$ cat src/rtl/sw_time_set_pkg.sv
// Shared definitions for the switch conditioning and time-set controller.
// Holds button indices, the set-mode FSM state encoding and the field encoding.
package sw_time_set_pkg;

    localparam int unsigned NUM_BTN  = 4;

    localparam int unsigned BTN_MODE = 0;
    localparam int unsigned BTN_NEXT = 1;
    localparam int unsigned BTN_UP   = 2;
    localparam int unsigned BTN_DOWN = 3;

    typedef enum logic [1:0] {
        StRun    = 2'd0,
        StEdit   = 2'd1,
        StCommit = 2'd2
    } state_e;

    localparam logic FLD_HOUR = 1'b0;
    localparam logic FLD_MIN  = 1'b1;

endpackage

$ cat src/rtl/sw_time_set_if.sv
// Time bus between the time-set controller, the watch counter and the LCD stage.
//   cur_*   : running time from the watch counter, BCD
//   hour_*, min_* : edit registers, BCD; only valid to sample while load is high
//   load    : one-cycle commit strobe; consumer loads digits and zeroes seconds
// master = the time-set controller, slave = the consumer of the edited time.
interface sw_time_set_if;

    logic [1:0] cur_hour_10;
    logic [3:0] cur_hour_1;
    logic [2:0] cur_min_10;
    logic [3:0] cur_min_1;

    logic [1:0] hour_10;
    logic [3:0] hour_1;
    logic [2:0] min_10;
    logic [3:0] min_1;
    logic       load;

    modport master (
        input  cur_hour_10, cur_hour_1, cur_min_10, cur_min_1,
        output hour_10, hour_1, min_10, min_1, load
    );

    modport slave (
        output cur_hour_10, cur_hour_1, cur_min_10, cur_min_1,
        input  hour_10, hour_1, min_10, min_1, load
    );

endinterface

$ cat src/rtl/sw_debounce.sv
// Single push-button channel: 2-FF synchroniser, debouncer and press detector.
//   clk    : system clock
//   rst    : asynchronous active-low reset
//   sw_raw : raw asynchronous button level, high = pressed
//   pulse  : one-cycle pulse on the debounced rising edge (release gives none)
// The debounced level only changes after DEB_CYCLES consecutive synchronised
// samples that disagree with it; any agreeing sample restarts the count.
module sw_debounce #(
    parameter int unsigned DEB_CYCLES = 500000
) (
    input  logic clk,
    input  logic rst,
    input  logic sw_raw,
    output logic pulse
);

    localparam int unsigned CntW = (DEB_CYCLES > 1) ? $clog2(DEB_CYCLES) : 1;
    localparam logic [CntW-1:0] CntMax = CntW'(DEB_CYCLES - 1);

    logic            sync1_q, sync2_q;
    logic            deb_q, deb_d, deb_d1_q;
    logic [CntW-1:0] cnt_q, cnt_d;

    always_ff @(posedge clk or negedge rst) begin
        if (!rst) begin
            sync1_q  <= 1'b0;
            sync2_q  <= 1'b0;
            deb_q    <= 1'b0;
            deb_d1_q <= 1'b0;
            cnt_q    <= '0;
        end else begin
            sync1_q  <= sw_raw;
            sync2_q  <= sync1_q;
            deb_q    <= deb_d;
            deb_d1_q <= deb_q;
            cnt_q    <= cnt_d;
        end
    end

    always_comb begin
        deb_d = deb_q;
        cnt_d = cnt_q;
        if (sync2_q == deb_q) begin
            cnt_d = '0;
        end else if (cnt_q == CntMax) begin
            // This is the DEB_CYCLES-th disagreeing sample in a row.
            deb_d = ~deb_q;
            cnt_d = '0;
        end else begin
            cnt_d = cnt_q + CntW'(1);
        end
    end

    assign pulse = deb_q & ~deb_d1_q;

endmodule

$ cat src/rtl/sw_time_set.sv
// Switch conditioning and time-set controller.
//   clk      : system clock
//   rst      : asynchronous active-low reset
//   sw_in    : raw buttons, [0]=MODE [1]=NEXT [2]=UP [3]=DOWN, high = pressed
//   sw_pulse : one-cycle debounced press pulses, one per button
//   set_mode : high while editing
//   field    : field being edited, 0 = hour, 1 = minute
//   blink    : display enable for the edited field
//   tbus     : time bus (running time in, edit registers and load strobe out)
// MODE enters edit (copying the running time), MODE again commits with a
// one-cycle load. NEXT switches field, UP/DOWN step the field in BCD.
module sw_time_set
    import sw_time_set_pkg::*;
#(
    parameter int unsigned DEB_CYCLES   = 500000,
    parameter int unsigned BLINK_CYCLES = 12500000
) (
    input  logic                 clk,
    input  logic                 rst,
    input  logic [NUM_BTN-1:0]   sw_in,
    output logic [NUM_BTN-1:0]   sw_pulse,
    output logic                 set_mode,
    output logic                 field,
    output logic                 blink,
    sw_time_set_if.master        tbus
);

    localparam int unsigned BlinkW = (BLINK_CYCLES > 1) ? $clog2(BLINK_CYCLES) : 1;
    localparam logic [BlinkW-1:0] BlinkMax = BlinkW'(BLINK_CYCLES - 1);

    // Input conditioning, one channel per button.
    for (genvar i = 0; i < NUM_BTN; i++) begin : g_deb
        sw_debounce #(
            .DEB_CYCLES (DEB_CYCLES)
        ) u_deb (
            .clk    (clk),
            .rst    (rst),
            .sw_raw (sw_in[i]),
            .pulse  (sw_pulse[i])
        );
    end

    state_e            state_q, state_d;
    logic              field_q, field_d;
    logic              blink_q, blink_d;
    logic [BlinkW-1:0] blink_cnt_q, blink_cnt_d;
    logic [1:0]        h10_q, h10_d;
    logic [3:0]        h1_q, h1_d;
    logic [2:0]        m10_q, m10_d;
    logic [3:0]        m1_q, m1_d;

    logic mode_p, next_p, up_p, dn_p;

    assign mode_p = sw_pulse[BTN_MODE];
    assign next_p = sw_pulse[BTN_NEXT];
    // UP and DOWN in the same cycle cancel out.
    assign up_p   = sw_pulse[BTN_UP] & ~sw_pulse[BTN_DOWN];
    assign dn_p   = sw_pulse[BTN_DOWN] & ~sw_pulse[BTN_UP];

    always_ff @(posedge clk or negedge rst) begin
        if (!rst) begin
            state_q     <= StRun;
            field_q     <= FLD_HOUR;
            blink_q     <= 1'b1;
            blink_cnt_q <= '0;
            h10_q       <= '0;
            h1_q        <= '0;
            m10_q       <= '0;
            m1_q        <= '0;
        end else begin
            state_q     <= state_d;
            field_q     <= field_d;
            blink_q     <= blink_d;
            blink_cnt_q <= blink_cnt_d;
            h10_q       <= h10_d;
            h1_q        <= h1_d;
            m10_q       <= m10_d;
            m1_q        <= m1_d;
        end
    end

    always_comb begin
        state_d     = state_q;
        field_d     = field_q;
        blink_d     = blink_q;
        blink_cnt_d = blink_cnt_q;
        h10_d       = h10_q;
        h1_d        = h1_q;
        m10_d       = m10_q;
        m1_d        = m1_q;

        unique case (state_q)
            StRun: begin
                blink_d     = 1'b1;
                blink_cnt_d = '0;
                if (mode_p) begin
                    h10_d   = tbus.cur_hour_10;
                    h1_d    = tbus.cur_hour_1;
                    m10_d   = tbus.cur_min_10;
                    m1_d    = tbus.cur_min_1;
                    field_d = FLD_HOUR;
                    state_d = StEdit;
                end
            end

            StEdit: begin
                if (mode_p) begin
                    state_d     = StCommit;
                    blink_d     = 1'b1;
                    blink_cnt_d = '0;
                end else if (next_p) begin
                    field_d     = ~field_q;
                    blink_d     = 1'b1;
                    blink_cnt_d = '0;
                end else if (up_p || dn_p) begin
                    blink_d     = 1'b1;
                    blink_cnt_d = '0;
                    if (field_q == FLD_HOUR) begin
                        if (up_p) begin
                            if (h10_q == 2'd2 && h1_q == 4'd3) begin
                                h10_d = 2'd0;
                                h1_d  = 4'd0;
                            end else if (h1_q == 4'd9) begin
                                h10_d = h10_q + 2'd1;
                                h1_d  = 4'd0;
                            end else begin
                                h1_d  = h1_q + 4'd1;
                            end
                        end else begin
                            if (h10_q == 2'd0 && h1_q == 4'd0) begin
                                h10_d = 2'd2;
                                h1_d  = 4'd3;
                            end else if (h1_q == 4'd0) begin
                                h10_d = h10_q - 2'd1;
                                h1_d  = 4'd9;
                            end else begin
                                h1_d  = h1_q - 4'd1;
                            end
                        end
                    end else begin
                        if (up_p) begin
                            if (m1_q == 4'd9) begin
                                m1_d  = 4'd0;
                                m10_d = (m10_q == 3'd5) ? 3'd0 : m10_q + 3'd1;
                            end else begin
                                m1_d  = m1_q + 4'd1;
                            end
                        end else begin
                            if (m1_q == 4'd0) begin
                                m1_d  = 4'd9;
                                m10_d = (m10_q == 3'd0) ? 3'd5 : m10_q - 3'd1;
                            end else begin
                                m1_d  = m1_q - 4'd1;
                            end
                        end
                    end
                end else if (blink_cnt_q == BlinkMax) begin
                    blink_d     = ~blink_q;
                    blink_cnt_d = '0;
                end else begin
                    blink_cnt_d = blink_cnt_q + BlinkW'(1);
                end
            end

            StCommit: begin
                state_d     = StRun;
                blink_d     = 1'b1;
                blink_cnt_d = '0;
            end

            default: begin
                state_d     = StRun;
                blink_d     = 1'b1;
                blink_cnt_d = '0;
            end
        endcase
    end

    assign set_mode     = (state_q == StEdit);
    assign field        = field_q;
    assign blink        = blink_q;
    assign tbus.load    = (state_q == StCommit);
    assign tbus.hour_10 = h10_q;
    assign tbus.hour_1  = h1_q;
    assign tbus.min_10  = m10_q;
    assign tbus.min_1   = m1_q;

endmodule

$ cat src/flat_wrapper.sv
// flat-port wrapper written by rule: the top's interface ports become plain ports
module sw_time_set_flat import sw_time_set_pkg::*;
#(
    parameter int unsigned DEB_CYCLES   = 500000,
    parameter int unsigned BLINK_CYCLES = 12500000
)
  (clk, rst, sw_in, sw_pulse, set_mode, field, blink, tbus_cur_hour_10, tbus_cur_hour_1, tbus_cur_min_10, tbus_cur_min_1, tbus_hour_10, tbus_hour_1, tbus_min_10, tbus_min_1, tbus_load);
  sw_time_set_if tbus_i ();
  input  logic clk;
  input  logic rst;
  input  logic [NUM_BTN-1:0] sw_in;
  output logic [NUM_BTN-1:0] sw_pulse;
  output logic set_mode;
  output logic field;
  output logic blink;
  input wire logic [$bits(tbus_i.cur_hour_10)-1:0] tbus_cur_hour_10;
  input wire logic [$bits(tbus_i.cur_hour_1)-1:0] tbus_cur_hour_1;
  input wire logic [$bits(tbus_i.cur_min_10)-1:0] tbus_cur_min_10;
  input wire logic [$bits(tbus_i.cur_min_1)-1:0] tbus_cur_min_1;
  output wire logic [$bits(tbus_i.hour_10)-1:0] tbus_hour_10;
  output wire logic [$bits(tbus_i.hour_1)-1:0] tbus_hour_1;
  output wire logic [$bits(tbus_i.min_10)-1:0] tbus_min_10;
  output wire logic [$bits(tbus_i.min_1)-1:0] tbus_min_1;
  output wire logic [$bits(tbus_i.load)-1:0] tbus_load;
  assign tbus_i.cur_hour_10 = tbus_cur_hour_10;
  assign tbus_i.cur_hour_1 = tbus_cur_hour_1;
  assign tbus_i.cur_min_10 = tbus_cur_min_10;
  assign tbus_i.cur_min_1 = tbus_cur_min_1;
  assign tbus_hour_10 = tbus_i.hour_10;
  assign tbus_hour_1 = tbus_i.hour_1;
  assign tbus_min_10 = tbus_i.min_10;
  assign tbus_min_1 = tbus_i.min_1;
  assign tbus_load = tbus_i.load;
  sw_time_set #(.DEB_CYCLES(DEB_CYCLES), .BLINK_CYCLES(BLINK_CYCLES)) u_core (.clk(clk), .rst(rst), .sw_in(sw_in), .sw_pulse(sw_pulse), .set_mode(set_mode), .field(field), .blink(blink), .tbus(tbus_i));
endmodule
$ cat config.mk
export PLATFORM = sky130hd
export DESIGN_NAME = sw_time_set_flat
export DESIGN_NICKNAME = d
export VERILOG_FILES = /design/src/rtl/sw_time_set_pkg.sv /design/src/rtl/sw_time_set_if.sv /design/src/rtl/sw_debounce.sv /design/src/rtl/sw_time_set.sv /design/src/flat_wrapper.sv
export SDC_FILE = /design/constraint.sdc
export NUM_CORES = 1
export LEC_CHECK = 0
export BUFFER_PORTS_ARGS = -buffer_cell sky130_fd_sc_hd__buf_2
export CAP_MARGIN = 20
export CORE_UTILIZATION = 35
export CTS_CLUSTER_SIZE = 12
export DETAILED_ROUTE_END_ITERATION = 6
export PLACE_DENSITY = 0.54
export SYNTH_ARGS = -nofsm -noshare
export SYNTH_HDL_FRONTEND = slang
export SYNTH_SLANG_ARGS = --single-unit
$ cat constraint.sdc
create_clock -name clk -period 1.9 [get_ports clk]
set_clock_uncertainty 0.15 [all_clocks]
set_input_delay 0.285 -clock clk [delete_from_list [all_inputs] [get_ports clk]]
set_output_delay 0.285 -clock clk [all_outputs]
set_load 0.02 [all_outputs]
**Word level (Yosys, flattened, before mapping)**

Index checks and enable logic that the tools add are counted.
W data, S select, Z words.

- Div/mod/pow operators: 0
- $add $sub $neg: 13
- Reduce and logical (&&, ||, !) cells: 19
- $lt $le $gt $ge: 0
- Muxes and demuxes: 67
- Bitwise logic cells: 22
- Shift-type cells: 0
- Equal/unequal tests: 29
- Multipliers: 0

Operators with widths:

| cell | count |
|---|---|
| $mux W19 | 8 |
| $mux W24 | 5 |
| $add A19 B1 Y19 const B | 4 |
| $eq A19 B19 Y1 const B | 4 |
| $mux W4 | 18 |
| $mux W3 | 10 |
| $add A24 B1 Y24 const B | 1 |
| $eq A24 B24 Y1 const B | 1 |
| $mux W2 | 12 |
| $not A1 Y1 | 16 |
| $pmux W4 S2 | 2 |
| $reduce_and A8 Y1 | 2 |
| $reduce_and A6 Y1 | 2 |
| $reduce_and A2 Y1 | 5 |
| $add A4 B1 Y4 const B | 2 |
| $eq A4 B4 Y1 const B | 2 |
| $logic_not A4 Y1 | 2 |
| $mux W1 | 8 |
| $ne A2 B1 Y1 const B | 4 |
| $ne A2 B2 Y1 const B | 4 |
| $pmux W2 S2 | 2 |
| $sub A4 B1 Y4 const B | 2 |
| $and A1 B1 Y1 | 6 |
| $pmux W3 S2 | 1 |
| 21 further kinds | 27 |

- Flip-flop bits (word level): 133
- Memories kept: 0
- Output and inout bits: 21
- ROM bits: 0
- Bits in latches: 0
- RAM bits: 0
- Logic and storage cells: 178
- Input bits: 19

**Logic depth before layout (Yosys ltp)**

- Word-level depth: 10
- Mapped depth: 9
- Gate-level depth less buffers: 7

**Cells and area by module**

From an unflattened synthesis, not the netlist that was laid out.

- Cells, all modules: 746
- Area, all modules: 7216.9 µm²

Modules (own cells, without submodules):

| module | cells an instance | area an instance (µm²) | instances |
|---|---|---|---|
| sw_debounce | 107 | 1111.1 | 4 |
| sw_time_set | 318 | 2772.7 | 1 |

**Worst setup path before layout**

OpenSTA, ideal clock, no wires.

- Kind: register -> register
- From: reg u_core.h1_q[0], in the netlist u_core.tbus.hour_1[0]
- To: reg u_core.h10_q[0], in the netlist u_core.tbus.hour_10[0]
- Arrival: 1.808 ns
- Buffers on the path: 0
- Path slack: -0.186 ns
- Cell stages (with the launch flop): 8
- Data required time: 1.622 ns
- Cell sequence: dfrtp_1 inv_1 ha_1 or3b_2 nand3b_1 o21a_1 mux2i_1 o31ai_1

- Cells in the longest elaborated chain, start to end: 9
- Elaborated cells between the ends (all ways): 16

RTL lines:

| element | RTL line | RTL |
|---|---|---|
| start, declared | sw_time_set.sv:48 | `logic [3:0] h1_q, h1_d;` |
| start signal, assigned | sw_time_set.sv:67 | `h1_q <= '0;` |
| start signal, assigned | sw_time_set.sv:76 | `h1_q <= h1_d;` |
| $eq A4 B2 Y1 / $logic_not A4 Y1 (equally long branches) | sw_time_set.sv:120, sw_time_set.sv:130, sw_time_set.sv:133 |  |
| $logic_and A1 B1 Y1, on equally long branches | sw_time_set.sv:120, sw_time_set.sv:130 |  |
| $mux W2, on equally long branches | sw_time_set.sv:120, sw_time_set.sv:130 |  |
| $mux W2 | sw_time_set.sv:119 | `if (up_p) begin` |
| $mux W2 | sw_time_set.sv:118 | `if (field_q == FLD_HOUR) begin` |
| $mux W2 | sw_time_set.sv:115 | `end else if (up_p \|\| dn_p) begin` |
| $mux W2 | sw_time_set.sv:111 | `end else if (next_p) begin` |
| $mux W2 | sw_time_set.sv:107 | `if (mode_p) begin` |
| $pmux W2 S2 | sw_time_set.sv:92 | `unique case (state_q)` |
| end signal, assigned | sw_time_set.sv:66 | `h10_q <= '0;` |
| end signal, assigned | sw_time_set.sv:75 | `h10_q <= h10_d;` |
| end, declared | sw_time_set.sv:47 | `logic [1:0] h10_q, h10_d;` |

Parallel ways exist; a longest one is shown, timed or not. The select of a mux whose other input is x is not followed.
A chain may end at the register's enable or synchronous reset.

**Worst setup path after layout**

- From: reg u_core.g_deb[3].u_deb.deb_d1_q
- To: reg u_core.h10_q[0], in the netlist u_core.tbus.hour_10[0]

- Cells in the longest elaborated chain, start to end: 10
- Elaborated cells between the ends (all ways): 16

RTL lines:

| element | RTL line | RTL |
|---|---|---|
| start, declared | sw_debounce.sv:21 | `logic deb_q, deb_d, deb_d1_q;` |
| start signal, assigned | sw_debounce.sv:35 | `deb_d1_q <= deb_q;` |
| $not A1 Y1 (*) | sw_debounce.sv:54 | `assign pulse = deb_q & ~deb_d1_q;` |
| $and A1 B1 Y1 (*) | sw_debounce.sv:54 |  |
| $not A1 Y1 | sw_time_set.sv:57 | `assign up_p = sw_pulse[BTN_UP] & ~sw_pulse[BTN_DOWN];` |
| $and A1 B1 Y1 | sw_time_set.sv:57 |  |
| $mux W2 | sw_time_set.sv:119 |  |
| $mux W2 | sw_time_set.sv:118 |  |
| $mux W2 | sw_time_set.sv:115 |  |
| $mux W2 | sw_time_set.sv:111 |  |
| $mux W2 | sw_time_set.sv:107 |  |
| $pmux W2 S2 | sw_time_set.sv:92 |  |

Every way passes the cells marked *; elsewhere a longest branch is shown, timed or not. The select of a mux whose other input is x is not followed.

==> results by group <==
Synth
  • Synth Cell Area: approximately 7000 sq um
  • Netlist cell types: between 60 and 70
  • Sequential area share after synthesis: 0.485
  • Post-synth EDFFs: 0
  • Syn Area/Cell: ~10 sq um
  • Predominant post-synthesis flop cell: dfrtp_1
  • Syn_nets: between 700 and 800
  • Fraction of registers with async set/reset: 1.00
  • Seq cells post-synth: 133
  • Synth Warn #: 0
  • Cells after Synth: around 710

Power
  • Maximum vdd drop: 0.000596 V
  • Sw Share: 0.206
  • Internal Pwr Total: about 5 mW
  • Power per cell area: around 720 nW/um^2
  • Psw: about 1.3 mW
  • Flop pwr share: 0.462
  • Combinational fraction of design power: 0.034
  • Cell leakage power: about 3.8 nW
  • Clock power share: 0.504

Finish
  • Fraction of layout cells with a size suffix above 1: 0.248
  • Final Non-Filler Cells: 1,083
  • Area grow syn2layout: 26.8%
  • Net count, final: 845
  • Fillers: 1,802
  • Storage element area: roughly 3300 sq um
  • Ant. Diodes: 0
  • Area of the multi-input gates: 3460 sq um

CTS
  • Clk root buf: clkbuf_16
  • Num Clock Sinks: 133
  • Clock-pin slew on the worst setup and hold paths: roughly 0.06 ns
  • Num CTS Buffers: 17
  • CTS tree: yes
  • H-tree depth: 4
  • CTS Buffer Depth: 2
  • Clock Latency Late Sink: between 0.4 and 0.5 ns

Min path
  • Hold crit path type: input port to flip-flop
  • Hold path depth: 3

Routing
  • TritonRoute pass-1 iters: 4
  • Via density: 4.91
  • Routed WL: 14.6 mm
  • Via count: between 5,000 and 6,000
  • Iteration-0 DRC Markers: between 200 and 250
  • Residual DRC: 0
  • Antenna viol nets, final: 0
  • Routed WL per cell: approximately 13 microns

Timing
  • Hold Worst Slack: 0.0145 ns
  • RSZ-0062 raised after global routing: yes
  • TNS Setup: 0 ns
  • Final hold violations: 0
  • Max Fclk: about 0.54 GHz
  • Setup violators final: 0
  • Final Cycle Share: 0.979
  • Fin crit period: 1.86 ns
  • Worst Max-Slew Pin Slew: approximately 0.46 ns
  • Pins Over Slew Limit: 0
  • Slew margin rel.: 0.696

Worst setup path
  • Crit path max fanout: 4
  • CP Class: flip-flop to flip-flop
  • Worst Setup End Kind: flip-flop
  • Critical Path AT: about 2.0 ns
  • Worst reg2reg path depth: 7
  • CP Launch Type: flip-flop
  • Worst path required time: between 2 and 2.5 ns

Place
  • Inst Count DP: just over 1,000
  • # port buffers: 39
  • RD Place Congestion: between 0.8 and 0.9
  • Post-DP HPWL: ~10 mm

GRT
  • Largest net degree at the start of global routing: 47
  • Number of global-route vias before repair: approximately 5,300
  • Grt ovf: 0
  • Initial antenna violation count: 0
  • Gr usage total: 0.153
  • First-pass GRT wire length: between 20 and 25 mm

Die
  • Chip height: between 100 and 150 microns
  • DIE AREA: 20,200 sq um
  • Die Wd: 142 microns
  • Core Area: around 19,000 sq um
  • FP Rows: 50
  • Ports: 40
  • Initial Util: 0.362

Job
  • Max-cap check violation count: 0

Outcome
  • Outcome: finished, final reports clean
-- power by group through the flow --
| stage | sequential, mW | clock, mW | combinational, mW |
|---|---|---|---|
| 2_1_floorplan | 2.94 | 0 | 0.0827 |
| 3_3_place_gp | 2.94 | 0 | 0.201 |
| 3_5_place_dp | 2.95 | 0 | 0.206 |
| 4_1_cts | 2.90 | 3.25 | 0.218 |
| 5_1_grt | 2.90 | 3.37 | 0.243 |
| 6_report | 2.90 | 3.16 | 0.213 |
-- path summary, 6_finish.rpt --
path / from / to / slack [ns]
worst max register to register: u_core.g_deb[3].u_deb.deb_d1_q / u_core.tbus.hour_10[0] / 0.04
min in group asynchronous: rst / u_core.g_deb[3].u_deb.cnt_q[0] / 0.22
worst max-delay path: u_core.g_deb[3].u_deb.deb_d1_q / u_core.tbus.hour_10[0] / 0.04
max in group asynchronous: rst / u_core.tbus.hour_1[1] / 0.83
worst min-delay path: tbus_cur_min_10[2] / u_core.tbus.min_10[2] / 0.01
worst min register to register: u_core.g_deb[2].u_deb.sync1_q / u_core.g_deb[2].u_deb.sync2_q / 0.20
-- cell usage in the layout, fill, tap and decap left out, types with 6 or more instances in the layout --
cell type        n
buf_12           6
o211ai_1         7
ha_1             9
nor3_1          13
o21ai_0          9
xor2_1          57
dfrtp_1        129
and4_1           6
o22ai_1          6
xnor2_1         38
a21oi_1         14
nand4_1         28
nor2_4           8
dlygate4sd3_1    7
buf_2           37
nor2_2           7
nand3_1         41
clkbuf_16       18
nand2_1         42
nor2_1         120
buf_4           56
inv_1           28
and3_1          14
clkbuf_8         7
-- through the flow --
step / worst slack (ns) / total power [mW] / area, sq um / utilization
6_report: 0.0390 / 6.27 / 8710 / 0.460
5_1_grt: -0.0415 / 6.51 / 8710 / 0.460
4_1_cts: 0.000224 / 6.36 / 8500 / 0.448
3_5_place_dp: -0.0614 / 3.15 / 7770 / 0.410
3_3_place_gp: -0.0269 / 3.15 / 7770 / 0.410
2_1_floorplan: -0.00223 / 3.02 / 6900 / -
-- area by class of cell --
class	instances	share of cell area
timing repair buffer	113	0.102
tap	260	0.0373
sequential	133	0.383
clock inverter	3	0.00460
multi-input combinational	515	0.398
inverter	32	0.0144
clock buffer	27	0.0612
-- routing by layer --
| layer | GRT usage | up-vias | part of all wire |
|---|---|---|---|
| li1 | - | 2624 | - |
| met1 | 0.198 | 2602 | 0.47 |
| met2 | 0.249 | 79 | 0.48 |
| met3 | 0.0303 | 15 | 0.035 |
| met4 | 0.0673 | 0 | 0.015 |
| met5 | 0 | - | 0 |
-- cell families (layout without fill, tap and decap cells) --
| logic type | count (synthesis) | after routing | synth area share |
|---|---|---|---|
| xor+xnor | 98 | 98 | 0.125 |
| compound gates | 64 | 64 | 0.0608 |
| fa+ha+maj | 14 | 14 | 0.0255 |
| mux | 8 | 8 | 0.0126 |
| simple gates | 331 | 331 | 0.251 |
| buf+inv | 58 | 175 | 0.0410 |
| flops | 133 | 133 | 0.485 |
-- worst max-delay path, cell delays in order, from the launching register on --
cell	delay, ns
dfrtp_1	0.36
nand2b_4	0.15
ha_4	0.18
nand3b_1	0.16
a211o_1	0.29
a32o_1	0.24
mux2i_1	0.13
o31ai_1	0.09
-- registers in the layout, summed over array words and instances (netlist names) --
name                         flops
u_core.blink_cnt_q              24
u_core.tbus.hour_1               4
u_core.g_deb.u_deb.sync1_q       4
u_core.g_deb.u_deb.deb_d1_q      4
u_core.g_deb.u_deb.sync2_q       4
u_core.tbus.min_10               3
u_core.field                     1
u_core.state_q                   2
u_core.tbus.hour_10              2
u_core.tbus.min_1                4
u_core.blink                     1
u_core.g_deb.u_deb.cnt_q        76
u_core.g_deb.u_deb.deb_q         4
-- what timing repair did --
action	CTS	global route
pin swaps	3	9
endpoints found under the hold margin	46	0
setup endpoints to repair	12	84
gates resized for setup	11	40
setup buffers	5	2
hold buffers	7	0
gates cloned	0	1
-- synth_stat cells, drive strengths merged, types with 5 or more instances --
master / n / share of area
a21oi: 16 / 0.012
and3: 17 / 0.017
and4: 8 / 0.011
buf: 18 / 0.019
clkbuf: 8 / 0.0044
dfrtp: 132 / 0.48
ha: 14 / 0.025
inv: 32 / 0.017
mux2: 5 / 0.0082
nand2: 43 / 0.023
nand2b: 7 / 0.0075
nand3: 43 / 0.031
nand4: 28 / 0.025
nor2: 135 / 0.084
nor3: 17 / 0.013
nor4: 9 / 0.011
o211ai: 7 / 0.0076
o21ai: 14 / 0.011
o22ai: 6 / 0.0055
or2: 7 / 0.0064
xnor2: 38 / 0.048
xor2: 60 / 0.076
Power figures use the tool's default switching activity.
